**src/rtl/rr_grant_pkg.sv**
```systemverilog
// ---------------------------------------------------------------------------
// rr_grant_pkg
// Shared types and helpers for the round-robin grant controller.
//   state_e  : controller state (IDLE = no holder, GRANT = resource owned)
//   wrap_inc : priority-pointer advance with wrap at the requester count
// ---------------------------------------------------------------------------
package rr_grant_pkg;

    typedef enum logic {
        IDLE  = 1'b0,
        GRANT = 1'b1
    } state_e;

    // Next pointer position after a holder releases: one past the holder,
    // wrapping back to requester 0 after the last requester.
    function automatic int unsigned wrap_inc(input int unsigned idx,
                                             input int unsigned num);
        return (idx == num - 1) ? 0 : idx + 1;
    endfunction

endpackage

```
**src/rtl/priority_encoder.sv**
```systemverilog
// ---------------------------------------------------------------------------
// priority_encoder
// Lowest-index-first priority encoder.
//   id_vec   : input request vector
//   od_valid : at least one bit of id_vec is set
//   od_filt  : one-hot copy of the lowest set bit (zero when none)
//   od_bin   : binary index of the lowest set bit (zero when none)
// ---------------------------------------------------------------------------
module priority_encoder #(
    parameter int WIDTH   = 8,
    parameter int WIDTH_W = $clog2(WIDTH)
) (
    input  logic [WIDTH-1:0]   id_vec,
    output logic               od_valid,
    output logic [WIDTH-1:0]   od_filt,
    output logic [WIDTH_W-1:0] od_bin
);

    always_comb begin
        od_valid = |id_vec;
        od_filt  = '0;
        od_bin   = '0;
        // Scan from the top down so the lowest set bit is the last writer.
        for (int i = WIDTH - 1; i >= 0; i--) begin
            if (id_vec[i]) begin
                od_filt    = '0;
                od_filt[i] = 1'b1;
                od_bin     = WIDTH_W'(i);
            end
        end
    end

endmodule

```
**src/rtl/rr_grant_ctrl.sv**
```systemverilog
// ---------------------------------------------------------------------------
// rr_grant_ctrl
// Round-robin grant controller sharing one downstream resource among
// NUM_REQ requesters. A grant is held until the holder raises done or the
// hold limit MAX_HOLD is reached; priority then rotates past the holder and
// the next winner (if any) is granted on the same edge.
//   clk        : clock, rising-edge active
//   reset_n    : asynchronous active-low reset
//   req        : level request vector, bit i = requester i
//   done       : holder finished (only looked at while a grant is active)
//   gnt_valid  : a grant is active
//   gnt_onehot : one-hot grant, zero when idle
//   gnt_idx    : binary index of holder, zero when idle
//   timeout    : one-cycle pulse after a forced revoke
// All outputs come straight from flops.
// ---------------------------------------------------------------------------
module rr_grant_ctrl
    import rr_grant_pkg::*;
#(
    parameter int NUM_REQ   = 8,
    parameter int NUM_REQ_W = $clog2(NUM_REQ),
    parameter int MAX_HOLD  = 16,
    parameter int HOLD_W    = $clog2(MAX_HOLD + 1)
) (
    input  logic                 clk,
    input  logic                 reset_n,
    input  logic [NUM_REQ-1:0]   req,
    input  logic                 done,
    output logic                 gnt_valid,
    output logic [NUM_REQ-1:0]   gnt_onehot,
    output logic [NUM_REQ_W-1:0] gnt_idx,
    output logic                 timeout
);

    state_e               state_q, state_d;
    logic [NUM_REQ_W-1:0] ptr_q, ptr_d;
    logic [HOLD_W-1:0]    hold_cnt_q, hold_cnt_d;
    logic                 gnt_valid_q, gnt_valid_d;
    logic [NUM_REQ-1:0]   gnt_onehot_q, gnt_onehot_d;
    logic [NUM_REQ_W-1:0] gnt_idx_q, gnt_idx_d;
    logic                 timeout_q, timeout_d;

    logic [NUM_REQ_W-1:0] rot_ptr;
    logic [NUM_REQ_W-1:0] arb_ptr;
    logic [NUM_REQ-1:0]   keep_mask;
    logic [NUM_REQ-1:0]   masked;
    logic                 m_valid, a_valid;
    logic [NUM_REQ-1:0]   m_filt, a_filt;
    logic [NUM_REQ_W-1:0] m_bin, a_bin;
    logic [NUM_REQ-1:0]   win_onehot;
    logic [NUM_REQ_W-1:0] win_idx;
    logic                 at_max;
    logic                 release_evt;

    // Pointer the holder would leave behind on release.
    assign rot_ptr = NUM_REQ_W'(wrap_inc(32'(gnt_idx_q), NUM_REQ));

    // While granted, arbitration is only consumed on release, and then it
    // must already see the rotated pointer. This depends on gnt_idx_q only,
    // so done never reaches the arbiter.
    assign arb_ptr = (state_q == GRANT) ? rot_ptr : ptr_q;

    // Keep requesters at or above the pointer: req & ~((1<<ptr)-1).
    always_comb begin
        keep_mask = '0;
        for (int i = 0; i < NUM_REQ; i++) begin
            keep_mask[i] = (32'(i) >= 32'(arb_ptr));
        end
    end

    assign masked = req & keep_mask;

    priority_encoder #(
        .WIDTH   (NUM_REQ),
        .WIDTH_W (NUM_REQ_W)
    ) u_pe_masked (
        .id_vec   (masked),
        .od_valid (m_valid),
        .od_filt  (m_filt),
        .od_bin   (m_bin)
    );

    priority_encoder #(
        .WIDTH   (NUM_REQ),
        .WIDTH_W (NUM_REQ_W)
    ) u_pe_all (
        .id_vec   (req),
        .od_valid (a_valid),
        .od_filt  (a_filt),
        .od_bin   (a_bin)
    );

    // Nothing at or above the pointer: wrap to the lowest requester overall.
    assign win_onehot = m_valid ? m_filt : a_filt;
    assign win_idx    = m_valid ? m_bin  : a_bin;

    assign at_max      = (hold_cnt_q == HOLD_W'(MAX_HOLD));
    assign release_evt = done || at_max;

    always_comb begin
        state_d      = state_q;
        ptr_d        = ptr_q;
        hold_cnt_d   = hold_cnt_q;
        gnt_valid_d  = gnt_valid_q;
        gnt_onehot_d = gnt_onehot_q;
        gnt_idx_d    = gnt_idx_q;
        timeout_d    = 1'b0;

        case (state_q)
            IDLE: begin
                if (a_valid) begin
                    state_d      = GRANT;
                    gnt_valid_d  = 1'b1;
                    gnt_onehot_d = win_onehot;
                    gnt_idx_d    = win_idx;
                    hold_cnt_d   = HOLD_W'(1);
                end
            end
            GRANT: begin
                if (release_evt) begin
                    ptr_d     = rot_ptr;
                    // A done on the limit cycle counts as a normal release.
                    timeout_d = !done;
                    if (a_valid) begin
                        gnt_onehot_d = win_onehot;
                        gnt_idx_d    = win_idx;
                        hold_cnt_d   = HOLD_W'(1);
                    end else begin
                        state_d      = IDLE;
                        gnt_valid_d  = 1'b0;
                        gnt_onehot_d = '0;
                        gnt_idx_d    = '0;
                        hold_cnt_d   = '0;
                    end
                end else begin
                    // The limit value always releases, so this never wraps.
                    hold_cnt_d = hold_cnt_q + HOLD_W'(1);
                end
            end
            default: state_d = IDLE;
        endcase
    end

    always_ff @(posedge clk or negedge reset_n) begin
        if (!reset_n) begin
            state_q      <= IDLE;
            ptr_q        <= '0;
            hold_cnt_q   <= '0;
            gnt_valid_q  <= 1'b0;
            gnt_onehot_q <= '0;
            gnt_idx_q    <= '0;
            timeout_q    <= 1'b0;
        end else begin
            state_q      <= state_d;
            ptr_q        <= ptr_d;
            hold_cnt_q   <= hold_cnt_d;
            gnt_valid_q  <= gnt_valid_d;
            gnt_onehot_q <= gnt_onehot_d;
            gnt_idx_q    <= gnt_idx_d;
            timeout_q    <= timeout_d;
        end
    end

    assign gnt_valid  = gnt_valid_q;
    assign gnt_onehot = gnt_onehot_q;
    assign gnt_idx    = gnt_idx_q;
    assign timeout    = timeout_q;

endmodule

```
**config.mk**
```make
export PLATFORM = sky130hd
export DESIGN_NAME = rr_grant_ctrl
export DESIGN_NICKNAME = d
export VERILOG_FILES = /design/src/rtl/rr_grant_pkg.sv /design/src/rtl/priority_encoder.sv /design/src/rtl/rr_grant_ctrl.sv
export SDC_FILE = /design/constraint.sdc
export NUM_CORES = 1
export LEC_CHECK = 0
export BUFFER_PORTS_ARGS = -buffer_cell sky130_fd_sc_hd__buf_2
export CAP_MARGIN = 20
export CORE_ASPECT_RATIO = 0.75
export CORE_MARGIN = 5
export CORE_UTILIZATION = 50
export CTS_CLUSTER_SIZE = 30
export DETAILED_ROUTE_END_ITERATION = 10
export PLACE_DENSITY = 0.73
export SYNTH_ARGS = -nofsm -noshare
export SYNTH_HDL_FRONTEND = slang
export SYNTH_SLANG_ARGS = --single-unit
```
**constraint.sdc**
```tcl
create_clock -name clk -period 3.23 [get_ports clk]
set_input_delay 0.4845 -clock clk [delete_from_list [all_inputs] [get_ports clk]]
set_output_delay 0.4845 -clock clk [all_outputs]
set_load 0.005 [all_outputs]
```
# Word-level counts from Yosys, hierarchy flattened
# Index checks and enable logic that the tools add are counted.
word_totals:
  wordCells: 87
  register_bits: 22
classes:
  n_eq_ne: 5
  bitwise_logic: 2
  muxes: 57
  n_addsub: 2
  order_cmp: 7
  n_reduce_logical: 7
op_table:
  columns: ["operator", "count"]
  rows:
  - ["8-bit two-way mux", 20]
  - ["3-bit two-way mux", 22]
  - ["8-bit case mux with 2 select lines", 1]
  - ["8-bit OR reduction", 2]
  - ["5-bit two-way mux", 2]
  - ["5-bit case mux with 2 select lines", 1]
  - ["3-bit >= comparator (first input constant)", 3]
  - ["8-bit bitwise AND", 1]
  - ["1-bit two-way mux", 8]
  - ["1-bit by 3-bit >= comparator with 1-bit output (first input constant)", 2]
  - ["2-bit by 3-bit >= comparator with 1-bit output (first input constant)", 2]
  - ["3-bit case mux with 2 select lines", 1]
  - ["5-bit by 1-bit adder with 5-bit output (second input constant)", 1]
  - ["5-bit equality test (second input constant)", 1]
  - ["2-bit != test (second input constant)", 2]
  - ["1-bit case mux with 2 select lines", 2]
  - ["2-bit AND reduction", 2]
  - ["3-bit by 1-bit adder with 3-bit output (second input constant)", 1]
  - ["3-bit equality test (second input constant)", 1]
  - ["3-bit AND reduction", 1]
  - ["2-bit by 1-bit != test with 1-bit output (second input constant)", 1]
  - ["1-bit zero test", 1]
  - ["1-bit logical OR", 1]
  - ["1-bit inverter", 1]

# Depth between registers and ports, before layout
# Gate-level depths: netlist of the first run.
logic_depth:
  word_depth: 17
  mapped_depth: 8
  ltp_nobuf: 8

# Cells and area by module
# Synthesis of the first run repeated with hierarchy kept, for this count alone.
unflattened:
  cells_unflattened: 153
  hier_area_um2: 1559.0
by_module_without_submodules:
  columns: ["module", "cells_per_inst", "area_each_um2", "instances", "seq_area_each_um2"]
  rows:
  - ["rr_grant_ctrl", 105, 1271.2, 1, 550.5]
  - ["priority_encoder", 24, 143.9, 2, 0.0]

# Least setup slack after synthesis of the first run
# No wires, ideal clock.
synth_path:
  path_type: "register -> register"
  startpoint: "reg gnt_idx_q[0] (netlist: gnt_idx[0])"
  endpoint: "reg gnt_idx_q[0] (netlist: gnt_idx[0])"
  slack_ns: 0.780
  path_buffers: 0
  synth_period_minus_slack_ns: 2.450
  arrival_ns: 2.381
  stages_incl_launch_ff: 9
  setup_ns: 0.069
  path_cell_list: "dfrtp_1 > ha_1 > ha_1 > or3b_4 > o22a_2 > o2bb2ai_2 > nand4_2 > or4_1 > nand3_1"
synth_via:
  elab_chain_cells: 16
synth_rtl:
  columns: ["element", "line_no", "source"]
  rows:
  - ["start: declaration", "rr_grant_ctrl.sv:40", "logic [NUM_REQ_W-1:0] gnt_idx_q, gnt_idx_d;"]
  - ["start signal: assignment", "rr_grant_ctrl.sv:159", "gnt_idx_q <= gnt_idx_d;"]
  - ["3-bit by 1-bit adder with 3-bit output or 3-bit equality test (tied branches)", "rr_grant_pkg.sv:18", "return (idx == num - 1) ? 0 : idx + 1;"]
  - ["3-bit two-way mux *", "rr_grant_pkg.sv:18", null]
  - ["3-bit two-way mux *", "rr_grant_ctrl.sv:61", "assign arb_ptr = (state_q == GRANT) ? rot_ptr : ptr_q;"]
  - ["3-bit >= comparator", "rr_grant_ctrl.sv:67", "keep_mask[i] = (32'(i) >= 32'(arb_ptr));"]
  - ["8-bit bitwise AND *", "rr_grant_ctrl.sv:71", "assign masked = req & keep_mask;"]
  - ["3-bit two-way mux (7 in series)", "priority_encoder.sv:25", "if (id_vec[i]) begin"]
  - ["3-bit two-way mux *", "rr_grant_ctrl.sv:95", "assign win_idx = m_valid ? m_bin : a_bin;"]
  - ["3-bit two-way mux", "rr_grant_ctrl.sv:124", "if (a_valid) begin"]
  - ["3-bit two-way mux", "rr_grant_ctrl.sv:120", "if (release_evt) begin"]
  - ["3-bit case mux with 2 select lines *", "rr_grant_ctrl.sv:109", "case (state_q)"]
# Mark *: on every way between the ends. The rest lies on a longest branch, timed or not. The select of a mux whose other input is x is not followed.
# A chain may end at the register's enable or synchronous reset.

# Worst setup path after layout of the first run
layout_path:
  startpoint: "reg gnt_idx_q[0] (netlist: gnt_idx[0])"
  endpoint: "reg gnt_idx_q[0] (netlist: gnt_idx[0])"
layout_via:
  elab_chain_cells: 16
layout_rtl:
  columns: ["element", "line_no", "source"]
  rows:
  - ["3-bit by 1-bit adder with 3-bit output or 3-bit equality test (tied branches)", "rr_grant_pkg.sv:18", null]
  - ["3-bit two-way mux *", "rr_grant_pkg.sv:18", null]
  - ["via rot_ptr[2]", "rr_grant_ctrl.sv:43", "logic [NUM_REQ_W-1:0] rot_ptr;"]
  - ["3-bit two-way mux *", "rr_grant_ctrl.sv:61", null]
  - ["3-bit >= comparator", "rr_grant_ctrl.sv:67", null]
  - ["8-bit bitwise AND *", "rr_grant_ctrl.sv:71", null]
  - ["3-bit two-way mux (7 in series)", "priority_encoder.sv:25", null]
  - ["3-bit two-way mux *", "rr_grant_ctrl.sv:95", null]
  - ["3-bit two-way mux", "rr_grant_ctrl.sv:124", null]
  - ["3-bit two-way mux", "rr_grant_ctrl.sv:120", null]
  - ["3-bit case mux with 2 select lines *", "rr_grant_ctrl.sv:109", null]
# Mark *: on every way through the listed nets, which the timed path passes. The rest lies on a longest branch. The select of a mux whose other input is x is not followed.

==> results.cfg, run 1 <==
[status]
outcome = complete, no violations

[clock_network]
cts_tree = done
cts_setup_buffers = 0
hold_buffers = 0
h-tree-depth = 1
cts_sinks = 22
cts_root_buffer = clkbuf_8
cts_resized = 0
clk_pin_slew_worst_paths_ps = 80
cts_buffers = 3
clkLatencyLatePin_ps = 270
clk_path_buf_depth = 2

[power_and_ir_drop]
peakVddDrop_mv = 0.2999
power_density_mw_per_mm2 = 763.8
p_leak_nw = 0.7287

[yosys]
synth_xor_area_share_pct = 0.6162
syn_area_sq_mm = 0.001421
yosysWarnings = 0
synthSimpleGateAreaFrac_pct = 28.17
synth_cells = 159
synthesis.nets = 174
yosys.area.top_type = dfrtp_1
syn_area_per_cell_sq_um = 8.939
seq_area_frac_synth_pct = 38.73
ys_seq_elements = 22
synth_area_leaders = dfrtp_1 (39%), nand2_1 (6.3%), nor2_1 (3.7%), ha_1 (3.5%), o21ai_0 (3.5%)
synthAdderAreaFrac_pct = 3.521
synth_top_family_by_area = simple AND/OR/NAND/NOR gates
muxShareOfSynthArea_pct = 1.585
synth_compound_area_share_pct = 24.03
synth_cell_type_count = 47
netlist.area_leader.share_pct = 38.73

[floorplan]
io_pins = 24
dieHeight_um = 56.18
start_util_pct = 53.38
dieWidth_um = 71.57
core_sq_mm = 0.002663
rows = 16
die_area_sq_mm = 0.004020

[placement]
portBuffers = 23
dp_hpwl_mm = 2.949
gp_congestion = 0.9790
placed_area_sq_mm = 0.001560

[sta]
setup_viol = 0
period_minus_slack_ps = 2732
period_share_pct = 84.60
finClkSkew_ps = 2.115
tightest_slew_ps = 661.0
hold_violations = 0
finalSetupTns_ps = 0
rsz0062_at_grt = no
slew_headroom_pct = 55.47
fmax_mhz = 366.0
slew_violations = 0

[critical_path]
crit_chain = ha_1 -> ha_1 -> nand2_1 -> o221a_1 -> nor3_1 -> nand4_2 -> or4_1 -> nand3_1
cp.required_ps = 3440
startpoint_type = flip-flop
cp_max_fo = 7
cp_top_family = simple AND/OR/NAND/NOR gates
crit_type = reg -> reg
crit_arrival_ps = 2940
critPathCaptureType = flip-flop
cp_num_buf_inv = 0
cpMaxStageDelayCell = or4_1
cpMostUsedCell = ha_1
cpPeakStageDelay_ps = 550

[global_routing]
grt_max_degree = 23
grt_pass1_vias = 1265
antenna_found_initial = 0
grtUsageTotal_pct = 19.98
gr-total-overflow = 0
grt_pass1_wl_mm = 6.292

[final_layout]
drive_gt1_share_pct = 21.43
regArea_sq_um = 550.5
final_cell_area_sq_mm = 0.001615
final.fill_count = 226
final_common_cell = nand2_1
syn2layout_area_growth_pct = 13.64
multi_input_area_sq_um = 823.3
final_util_pct = 60.67
antennaDiodeCount = 0
nets = 198
final_cell_mix = nand2_1 (24), buf_2 (23), dfrtp_1 (22), nor2_1 (14), o21ai_0 (10)

[drt]
drt-pass1-iter-count = 4
ant_nets = 0
viasPerCell = 6.188
routedWlPerCell_um = 17.27
routed_wl_mm = 3.764
vias = 1349
drc = 0
drt_iter0_markers = 176

[job]
maxCapViolCount = 0

[min_path]
hold_path.class = in -> async
==> flip-flops by register name, summed over array words and instances (netlist names) <==
register and count:
gnt_onehot 8, hold_cnt_q 5, gnt_idx 3, ptr_q 3, gnt_valid 1, state_q 1, timeout 1
==> report_power, final <==
| part | total [mW] | internal [mW] | switching (mW) |
|---|---|---|---|
| Sequential | 0.437 | 0.358 | 0.0795 |
| Clock | 0.203 | 0.109 | 0.0938 |
| Combinational | 0.594 | 0.272 | 0.321 |
==> layer usage <==
metal / vias up / track usage (%) / share of wire [%]
met5: - / 0 / 0
met4: 0 / 3.217 / 0.90
met3: 6 / 4.513 / 6.3
met2: 55 / 29.71 / 43
met1: 643 / 29.81 / 49
li1: 645 / - / -
==> final cells by class <==
cell class | count | share of cell area [%]
multi-input combinational | 127 | 50.97
sequential | 22 | 34.08
timing repair buffer | 24 | 7.591
clock buffer | 4 | 3.408
tap | 36 | 2.789
inverter | 5 | 1.162
==> cell usage after synthesis, drive strengths merged <==
cell	count
o221a	1
o21bai	1
a32oi	3
nand3	8
or3b	2
nor3b	3
a22o	3
a31oi	3
o2111ai	1
nand4	2
nor4	3
nor3	6
o31ai	3
nor2b	5
o221ai	3
o211a	1
buf	2
or4	1
o21a	1
o21ba	1
o31a	1
a221o	3
o22a	1
o21ai	10
clkbuf	3
mux2	2
o2bb2ai	1
o41ai	1
a21bo	1
dfrtp	22
nand2	24
inv	5
and2	1
and3	1
ha	4
xor2	1
nand2b	5
nor2	14
nand4bb	1
a21oi	2
o211ai	3
==> kinds of logic after synthesis <==
kind of cell,after synthesis
xor+xnor,1
buf+inv,10
flops,22
simple gates,76
mux,2
compound gates,44
fa+ha+maj,4
==> path summary, 6_finish.rpt <==
kind	slack [ps]	start	to	depth (start not counted)
min reg2reg	480	gnt_onehot[7]	gnt_onehot[7]	2
min	180	reset_n	hold_cnt_q[2]	1
max in group asynchronous	2710	reset_n	gnt_idx[2]	1
min in group clk	480	gnt_onehot[7]	gnt_onehot[7]	2
max	500	gnt_idx[0]	gnt_idx[0]	8
max reg2reg	500	gnt_idx[0]	gnt_idx[0]	8
==> stage by stage <==
| step | hold slack, ps | setup WS [ps] | cells | total power, mW |
|---|---|---|---|---|
| 5_1_grt | 215.9 | 329.9 | 218 | 1.332 |
| 3_3_place_gp | 450.6 | 659.5 | 214 | 1.018 |
| 3_5_place_dp | 458.5 | 544.3 | 214 | 1.027 |
| 2_1_floorplan | 188.9 | 780.5 | 159 | 0.8418 |
| 4_1_cts | 187.9 | 541.4 | 218 | 1.234 |
| 6_report | 176.8 | 497.5 | 218 | 1.234 |
Note: power is estimated with default switching activity, not from simulation.
==> run 2, diff against run 1 <==
clock period = 2.66 ns   (was 3.23 ns; I/O delays follow)
==> run 2 against run 1 <==
  * Combinational power rose by 35%
  * First-iteration DRC count rose by 30%
  * Final cell count rose by 3.7%
  * Count of clock-buffer cells in the layout did not move
  * Global-route usage rose by 0.29 points
  * Sequential cell count did not move
==> results.cfg, run 2 (same netlist as run 1, synthesis figures left out) <==
[sta]
tightest_slew_ps = 615.1
slew_violations = 0
period_minus_slack_ps = 2528
setup_viol = 0
finalSetupTns_ps = 0
period_share_pct = 95.04
rsz0062_at_grt = no
slew_headroom_pct = 58.56
fmax_mhz = 395.6
hold_violations = 0
finClkSkew_ps = 5.856

[critical_path]
cp-startpoint = gnt_idx[0]
critPathCaptureType = flip-flop
startpoint_type = flip-flop
r2r_slack_ps = 130
cp_max_fo = 5
crit_arrival_ps = 2730
cpMaxStageDelayCell = or4_1
reg2reg_depth = 9
crit_chain = ha_1 -> ha_2 -> nand2_1 -> buf_4 -> o22a_2 -> o2bb2ai_2 -> nand4_2 -> or4_1 -> nand3_1
crit_type = reg -> reg
rr_startpoint = gnt_idx[0]
cp.required_ps = 2870
cpPeakStageDelay_ps = 550
endpoint = gnt_idx[0]
rr_endpoint = gnt_idx[0]

[drt]
drt_iter0_markers = 228
routedWlPerCell_um = 17.02
drc = 0
ant_nets = 0
routed_wl_mm = 3.847
vias = 1329
drt-pass1-iter-count = 4
viasPerCell = 5.881

[clock_network]
clk_pin_slew_worst_paths_ps = 80
h-tree-depth = 1
cts_root_buffer = clkbuf_8
cts_setup_buffers = 0
clkLatencyLatePin_ps = 260
cts_tree = done
cts_sinks = 22
cts_buffers = 3
clk_path_buf_depth = 2
hold_buffers = 0

[global_routing]
grt_max_degree = 23
grtUsageTotal_pct = 20.27
grt_pass1_wl_mm = 6.479
antenna_found_initial = 0
grt_pass1_vias = 1254
gr-total-overflow = 0

[floorplan]
rows = 16
io_pins = 24
dieWidth_um = 71.57
core_sq_mm = 0.002663
dieHeight_um = 56.18
start_util_pct = 53.38
die_area_sq_mm = 0.004020

[final_layout]
drive_gt1_share_pct = 25.79
final.fill_count = 230
nets = 206
antennaDiodeCount = 0
final_common_cell = nand2_1
syn2layout_area_growth_pct = 18.40
final_cell_mix = nand2_1 (24), buf_2 (23), dfrtp_1 (22), nor2_1 (14), o21ai_0 (10)
largest_reg_flops = 8

[power_and_ir_drop]
p_leak_nw = 0.7673
internal_power_uw = 946.9
p_sw_uw = 613.2
clockPowerShare_pct = 15.6
fin_total_pwr_mw = 1.560
power_frac_comb_pct = 51.2
power_density_mw_per_mm2 = 927.0
peakVddDrop_mv = 0.3776
p_sw_share_pct = 39.30
p_seq_share_pct = 33.2

[placement]
gp_congestion = 0.9979
portBuffers = 23
dp_hpwl_mm = 2.950

[job]
maxCapViolCount = 0

[status]
outcome = complete, no violations

[min_path]
hold_path.class = in -> async
[run 2: what timing repair did]
action | CTS | global route
resized for setup | 0 | 2
endpoints found under the hold margin | 0 | 0
setup endpoints to repair | 0 | 4
[run 2: metal layers]
layer  wire (um)  vias up  global-route usage [%]
met5           0        -                       0
met4          33        0                   2.949
met3         241        6                   4.332
met2        1621       48                   27.49
met1        1950      617                   32.74
li1            -      658                       -
[run 2: layout make-up]
type / instances / area [sq um] / area share [%]
clock buffer: 4 / 55.05 / 3.271
inverter: 5 / 18.77 / 1.115
multi-input combinational: 127 / 830.8 / 49.37
sequential: 22 / 550.5 / 32.71
tap: 36 / 45.04 / 2.677
timing repair buffer: 32 / 182.7 / 10.86
[run 2: worst min-delay path by stage]
stage / cells after the start / start / to / slack (ps)
global placement: 1 / reset_n / hold_cnt_q[2] / 390
CTS: 1 / reset_n / hold_cnt_q[3] / 110
detailed placement: 1 / reset_n / hold_cnt_q[2] / 400
finish: 1 / reset_n / hold_cnt_q[2] / 90
global route: 1 / reset_n / hold_cnt_q[2] / 140
floorplan: 0 / reset_n / gnt_idx[0] / 100
[run 2: worst max-delay path: cells and delay by family, from the launching register on]
| family | cells | cell delay [ps] |
|---|---|---|
| flops | 1 | 400 |
| simple gates | 4 | 890 |
| compound gates | 2 | 420 |
| buf+inv | 1 | 180 |
| fa+ha+maj | 2 | 580 |
[run 2: power by group through the flow]
stage                     registers, mW  clock network, mW  logic [mW]
after floorplan                   0.522                  0       0.500
after global placement            0.516                  0       0.771
after detailed placement          0.521                  0       0.772
after CTS                         0.515              0.247       0.776
after global routing              0.531              0.266       0.878
final                             0.518              0.243       0.799
[run 2: through the flow]
stage	std cells	worst slack (ps)	area, sq um	hold WS, ps	util, %
after floorplan	159	210.5	1421	103.4	-
after global placement	222	158.4	1620	389.0	60.86
after detailed placement	222	122.2	1620	399.0	60.86
after CTS	226	103.4	1675	111.6	62.92
after global routing	226	9.890	1683	137.6	63.20
final	226	132.0	1683	94.28	63.20
